===== config.mk =====
export PLATFORM = sky130hd
export DESIGN_NAME = instr_decoder_mac_buf
export DESIGN_NICKNAME = d
export VERILOG_FILES = /design/src/rtl/instr_decoder_mac_buf.sv
export SDC_FILE = /design/constraint.sdc
export NUM_CORES = 1
export LEC_CHECK = 0
export BUFFER_PORTS_ARGS = -buffer_cell sky130_fd_sc_hd__buf_2
export CAP_MARGIN = 25
export CORE_AREA = 2 2 76 78
export DETAILED_ROUTE_END_ITERATION = 8
export DIE_AREA = 0 0 78 80
export PLACE_DENSITY = 0.7
export SLEW_MARGIN = 10
export SYNTH_ARGS = -nofsm -noshare
export SYNTH_HDL_FRONTEND = slang
export SYNTH_SLANG_ARGS = --single-unit

===== constraint.sdc =====
create_clock -name clk_i -period 3.42 [get_ports clk_i]
set_input_delay 0.342 -clock clk_i [delete_from_list [all_inputs] [get_ports clk_i]]
set_output_delay 0.342 -clock clk_i [all_outputs]
set_load 0.01 [all_outputs]

===== src/rtl/instr_decoder_mac_buf.sv =====
`default_nettype none
// ============================================================================
//  Module   : instr_decoder_mac_buf (with package cvxif_mac4b_instr_pkg)
//  Purpose  : CV-X-IF issue decoder for the MAC coprocessor. Each offloaded
//             instruction is matched against a CoproInstr table and answered
//             in the same cycle. Accepted instructions wait in an in-order
//             queue until commit. Committed ones are handed to the MAC
//             datapath over valid/ready. Killed ones are dropped.
//  Ports    : clk_i, rst_ni (async, active low), flush_i
//             x_issue_valid_i/x_issue_ready_o/x_issue_req_i/x_issue_resp_o
//             x_commit_valid_i/x_commit_i
//             op_valid_o/op_ready_i, op_idx_o, op_rs_o, op_rd_o, op_id_o,
//             op_we_o, multi_match_o
//  Revision : 1.0 - initial release
// ============================================================================

package cvxif_mac4b_instr_pkg;
  localparam int X_NUM_RS = 2;
  localparam int XLEN     = 32;
  localparam int X_ID_W   = 4;

  typedef logic [X_NUM_RS-1:0][XLEN-1:0] x_rs_t;

  typedef struct packed {
    logic accept;
    logic writeback;
    logic loadstore;
    logic exc;
  } x_issue_resp_t;

  typedef struct packed {
    logic [31:0]         instr;
    x_rs_t               rs;
    logic [X_NUM_RS-1:0] rs_valid;
    logic [X_ID_W-1:0]   id;
  } x_issue_req_t;

  typedef struct packed {
    logic [X_ID_W-1:0] id;
    logic              x_commit_kill;
  } x_commit_t;

  typedef struct packed {
    logic [31:0]         instr;
    logic [31:0]         mask;
    logic [X_NUM_RS-1:0] rs_valid;
    x_issue_resp_t       resp;
  } copro_issue_resp_t;
endpackage

module instr_decoder_mac_buf
  import cvxif_mac4b_instr_pkg::*;
#(
  parameter int                               NbInstr    = 1,
  parameter copro_issue_resp_t [NbInstr-1:0]  CoproInstr = '0,
  parameter int                               FifoDepth  = 4,
  parameter int                               IdxW       = (NbInstr > 1) ? $clog2(NbInstr) : 1
) (
  input  logic              clk_i,
  input  logic              rst_ni,
  input  logic              flush_i,
  input  logic              x_issue_valid_i,
  output logic              x_issue_ready_o,
  input  x_issue_req_t      x_issue_req_i,
  output x_issue_resp_t     x_issue_resp_o,
  input  logic              x_commit_valid_i,
  input  x_commit_t         x_commit_i,
  output logic              op_valid_o,
  input  logic              op_ready_i,
  output logic [IdxW-1:0]   op_idx_o,
  output x_rs_t             op_rs_o,
  output logic [4:0]        op_rd_o,
  output logic [X_ID_W-1:0] op_id_o,
  output logic              op_we_o,
  output logic              multi_match_o
);

  localparam int                 c_ptr_w = $clog2(FifoDepth);
  localparam logic [c_ptr_w:0]   c_depth = FifoDepth[c_ptr_w:0];

  // Queue storage; validity comes from the pointers/count, so the payload
  // itself needs no reset.
  logic [IdxW-1:0]   r_idx  [FifoDepth];
  logic [4:0]        r_rd   [FifoDepth];
  x_rs_t             r_rs   [FifoDepth];
  logic [X_ID_W-1:0] r_id   [FifoDepth];
  logic              r_we   [FifoDepth];
  logic              r_cmt  [FifoDepth];
  logic              r_kill [FifoDepth];

  logic [c_ptr_w-1:0] r_rptr;
  logic [c_ptr_w-1:0] r_wptr;
  logic [c_ptr_w:0]   r_count;

  logic                w_hit;
  logic                w_multi;
  logic [IdxW-1:0]     w_sel;
  x_issue_resp_t       w_resp_sel;
  logic                w_push;
  logic                w_pop;
  logic                w_head_ok;
  logic                w_new_cmt;
  logic [FifoDepth-1:0] w_live;
  logic [c_ptr_w-1:0]  w_off;

  // Table lookup: first hit wins, any later hit flags a multi-match.
  always_comb begin
    w_hit      = 1'b0;
    w_multi    = 1'b0;
    w_sel      = '0;
    w_resp_sel = '0;
    for (int i = 0; i < NbInstr; i++) begin
      if (((CoproInstr[i].mask & x_issue_req_i.instr) == CoproInstr[i].instr) &&
          ((CoproInstr[i].rs_valid & ~x_issue_req_i.rs_valid) == '0)) begin
        if (w_hit) begin
          w_multi = 1'b1;
        end else begin
          w_hit      = 1'b1;
          w_sel      = IdxW'(i);
          w_resp_sel = CoproInstr[i].resp;
        end
      end
    end
  end

  assign x_issue_ready_o = (r_count < c_depth);
  assign x_issue_resp_o  = (x_issue_ready_o && w_hit) ? w_resp_sel : '0;
  assign multi_match_o   = x_issue_valid_i & w_multi;

  // An entry is live when its distance from the read pointer is below count.
  always_comb begin
    w_live = '0;
    w_off  = '0;
    for (int j = 0; j < FifoDepth; j++) begin
      w_off     = c_ptr_w'(j) - r_rptr;
      w_live[j] = ({1'b0, w_off} < r_count);
    end
  end

  assign w_head_ok = (r_count != '0) & r_cmt[r_rptr];
  assign op_valid_o = w_head_ok & ~r_kill[r_rptr];
  // Killed heads leave without waiting for the datapath.
  assign w_pop  = w_head_ok & (r_kill[r_rptr] | op_ready_i) & ~flush_i;
  assign w_push = x_issue_valid_i & x_issue_resp_o.accept & ~flush_i;
  // A commit arriving alongside the enqueue of the same id lands on the new entry.
  assign w_new_cmt = x_commit_valid_i & (x_commit_i.id == x_issue_req_i.id);

  assign op_idx_o = r_idx[r_rptr];
  assign op_rd_o  = r_rd[r_rptr];
  assign op_rs_o  = r_rs[r_rptr];
  assign op_id_o  = r_id[r_rptr];
  assign op_we_o  = r_we[r_rptr];

  always_ff @(posedge clk_i or negedge rst_ni) begin
    if (!rst_ni) begin
      r_rptr  <= '0;
      r_wptr  <= '0;
      r_count <= '0;
    end else if (flush_i) begin
      r_rptr  <= '0;
      r_wptr  <= '0;
      r_count <= '0;
    end else begin
      if (w_push) r_wptr <= r_wptr + 1'b1;
      if (w_pop)  r_rptr <= r_rptr + 1'b1;
      if (w_push && !w_pop)      r_count <= r_count + 1'b1;
      else if (!w_push && w_pop) r_count <= r_count - 1'b1;
    end
  end

  always_ff @(posedge clk_i) begin
    for (int j = 0; j < FifoDepth; j++) begin
      if (w_push && (r_wptr == c_ptr_w'(j))) begin
        r_idx[j]  <= w_sel;
        r_rd[j]   <= x_issue_req_i.instr[11:7];
        r_rs[j]   <= x_issue_req_i.rs;
        r_id[j]   <= x_issue_req_i.id;
        r_we[j]   <= x_issue_resp_o.writeback;
        r_cmt[j]  <= w_new_cmt;
        r_kill[j] <= w_new_cmt & x_commit_i.x_commit_kill;
      end else if (!flush_i && x_commit_valid_i && w_live[j] &&
                   (r_id[j] == x_commit_i.id)) begin
        r_cmt[j]  <= 1'b1;
        r_kill[j] <= x_commit_i.x_commit_kill;
      end
    end
  end

`ifndef SYNTHESIS
  a_op_stable: assert property (@(posedge clk_i) disable iff (!rst_ni)
    (op_valid_o && !op_ready_i && !flush_i) |=>
      $stable({op_idx_o, op_rs_o, op_rd_o, op_id_o, op_we_o}));
`endif

endmodule
`default_nettype wire


==> impl_metrics.tcl <==
set metrics [dict create \
    cpLargestDelayFamily "flip-flops" \
    power.density_mw_per_mm2 607 \
    ctsLongestPathBuffers 2 \
    grt_setup_unrepaired "no" \
    routedWlPerCell_um 6.42 \
    cts_tree "done" \
    synth_top_area_share_pct 49.6 \
    synth_fa_ha_area_share_pct 6.20 \
    drtIter0Drc 23 \
    cap_violations 0 \
    synthSimpleGateAreaFrac_pct 8.07 \
    synth_xor_area_share_pct 2.90 \
    ys_types 21 \
    ir_drop_uv 124 \
    fin_nets 274 \
    syn-instance-count 145 \
    path_max_fanout 6 \
    globalRouteTotalUtil_pct 4.58 \
    synth_compound_area_share_pct 6.83 \
    grt_pass1_vias 481 \
    critical_path_class "register to output port" \
    layout-area-overhead-vs-synth_pct -11.6 \
    synth.area.top_cells "buf_4 (50%), dfrtp_1 (10%), edfxtp_1 (9.9%)" \
    die_y_um 80 \
    grt_pass1_wl_um 2140 \
    place.gp.congestion 0.716 \
    hold_path.class "primary input to register" \
    cpPeakStageDelay_ns 0.50 \
    cts-root-buf "clkbuf_8" \
    hold_violations 0 \
    min-delay-start "x_commit_i[0]" \
    reg2regPathDepth 6 \
    drive_above_1_share_pct 7.79 \
    cp-end-kind "output port" \
    synth_top_family_by_area "buffers and inverters" \
    final-setup-viol-count 0 \
    crit_arrival_ns 1.59 \
    cts_setup_buffers 0 \
    power_leakage_nw 0.558 \
    ys_seq_area_share_pct 20.3 \
    cts.sinks 9 \
    die_w_um 78 \
    critPathSlowestCell "dfrtp_1" \
    synth.avg_cell_area_um2 8.34 \
    r2r_start "r_rptr[0]$_DFFE_PN0P_" \
    remaining_drc_errors 0 \
    finalMaxSlewViolations 0 \
    routed_wl_um 1450 \
    rows 27 \
    dr.pass1.iters 3 \
    clock_skew_ns 0.00620 \
    ios 195 \
    place_ws_ns 1.73 \
    synth_mux_area_share_pct 1.96 \
    core_mm2 0.00541 \
    clkLatencyLatePin_ns 0.24 \
    vias 645 \
    mostFrequentLayoutCell "conb_1" \
    reg2reg_slack_ns 1.76 \
    ys_ff_latch 9 \
    startpoint_type "register" \
    diodes 0 \
    holdPathStages 1 \
    avgViaCountPerCell 2.85 \
    setup_tns_ns 0 \
    worstHoldEndpoint "r_kill[0]$_DFFE_PP_" \
    period_share_pct 56.6 \
    netlist_area_mm2 0.00121 \
    clk_pin_slew_ns 0.05 \
    grt_overflow 0 \
    grt_start_max_net_pins 10 \
    crit_chain "mux2i_1 -> nand2_1 -> a21oi_1 -> buf_2" \
    htree_levels 1 \
    setup_slack_ns 1.48 \
    cts_inserted_buffers 3 \
    dieArea_mm2 0.00624 \
    antenna_found_initial 0 \
    crit_required_ns 3.08 \
    yosys_warnings 0 \
    outcome "finished, final reports clean" \
    power_uw 649 \
    fmax_mhz 516 \
    antenna_left 0 \
    r2r_end "r_kill[0]$_DFFE_PP_" \
    layout_common_cells "conb_1 (80), nor2_1 (14), inv_1 (8)" \
    period_needed_ns 1.94 \
    fin_area_mm2 0.00107 \
    dp_hpwl_um 1250 \
    critPathBufInv 1 \
    placed_cell_area_mm2 0.00101 \
    io_buffers 7 \
    start_util_pct 22.4 \
    yosys.area.top_type "buf_4" \
]
[synthesized netlist by cell type, drive strengths merged]
cell	count
ha	6
a221oi	2
inv	8
nor2	14
a211oi	2
conb	1
nand2	4
dfrtp	5
xnor2	4
edfxtp	4
nor2b	2
nand2b	2
buf	82
o31ai	1
nor3	1
mux2i	2
a21oi	5
[cell type report]
type                            instances  area, µm²
Timing Repair Buffer                    8       45.0
Inverter                                8       30.0
Tap cell                               72       90.1
Fill cell                             624       4340
Clock buffer                            4       45.0
Sequential cell                         9        245
Multi-Input combinational cell        125        614
[state kept, by name (all words and copies together), names as in the netlist]
register and count:
r_count 3, r_kill 4, r_rptr 2
[routing by layer]
layer / wire length, µm / track usage [%] / up-vias / share of wire, %
met1: 474 / 4.57 / 283 / 33
met3: 213 / 2.26 / 2 / 15
li1: - / - / 311 / -
met2: 728 / 7.76 / 49 / 50
met5: 0 / 0 / - / 0
met4: 35 / 2.63 / 0 / 2.4
[logic make-up after synthesis]
group                      count (synthesis)
buffers and inverters                     90
xor gates and xnor gates                   4
muxes                                      2
AOI/OAI and AO/OA                         10
adders and majority gates                  6
DFF                                        9
and+or+nand+nor                           23
other                                      1
[through the flow]
step	utilization (%)	instances	hold WS, ns
final	19.8	226	0.331
after global placement	18.8	221	0.162
after floorplan	-	224	0.0464
after CTS	19.8	226	0.322
after global routing	19.8	226	0.336
after detailed placement	18.8	221	0.168
[report_power, final]
part / internal [mW] / leakage, nW / total (mW) / switching [mW]
sequential: 0.145 / 0.103 / 0.183 / 0.0375
clock: 0.0813 / 0.0228 / 0.125 / 0.0432
combinational: 0.136 / 0.432 / 0.342 / 0.206
[what timing repair did]
action / 4_1_cts / 5_1_grt
resized for setup: 0 / 0
endpoints found under the hold margin: 5 / 0
hold buffers: 1 / 0
[how the worst max path moves through the flow]
stage                                      from             endpoint  slack [ns]  depth (start not counted)
after floorplan           r_rptr[0]$_DFFE_PN0P_  r_kill[0]$_DFFE_PP_        1.88                          7
after global placement    r_rptr[1]$_DFFE_PN0P_           op_valid_o        1.75                          4
after detailed placement  r_rptr[1]$_DFFE_PN0P_           op_valid_o        1.73                          4
after CTS                 r_rptr[1]$_DFFE_PN0P_           op_valid_o        1.46                          4
after global routing      r_rptr[1]$_DFFE_PN0P_           op_valid_o        1.35                          4
final                     r_rptr[1]$_DFFE_PN0P_           op_valid_o        1.48                          4
No activity file was read; power rests on OpenSTA's default activity.
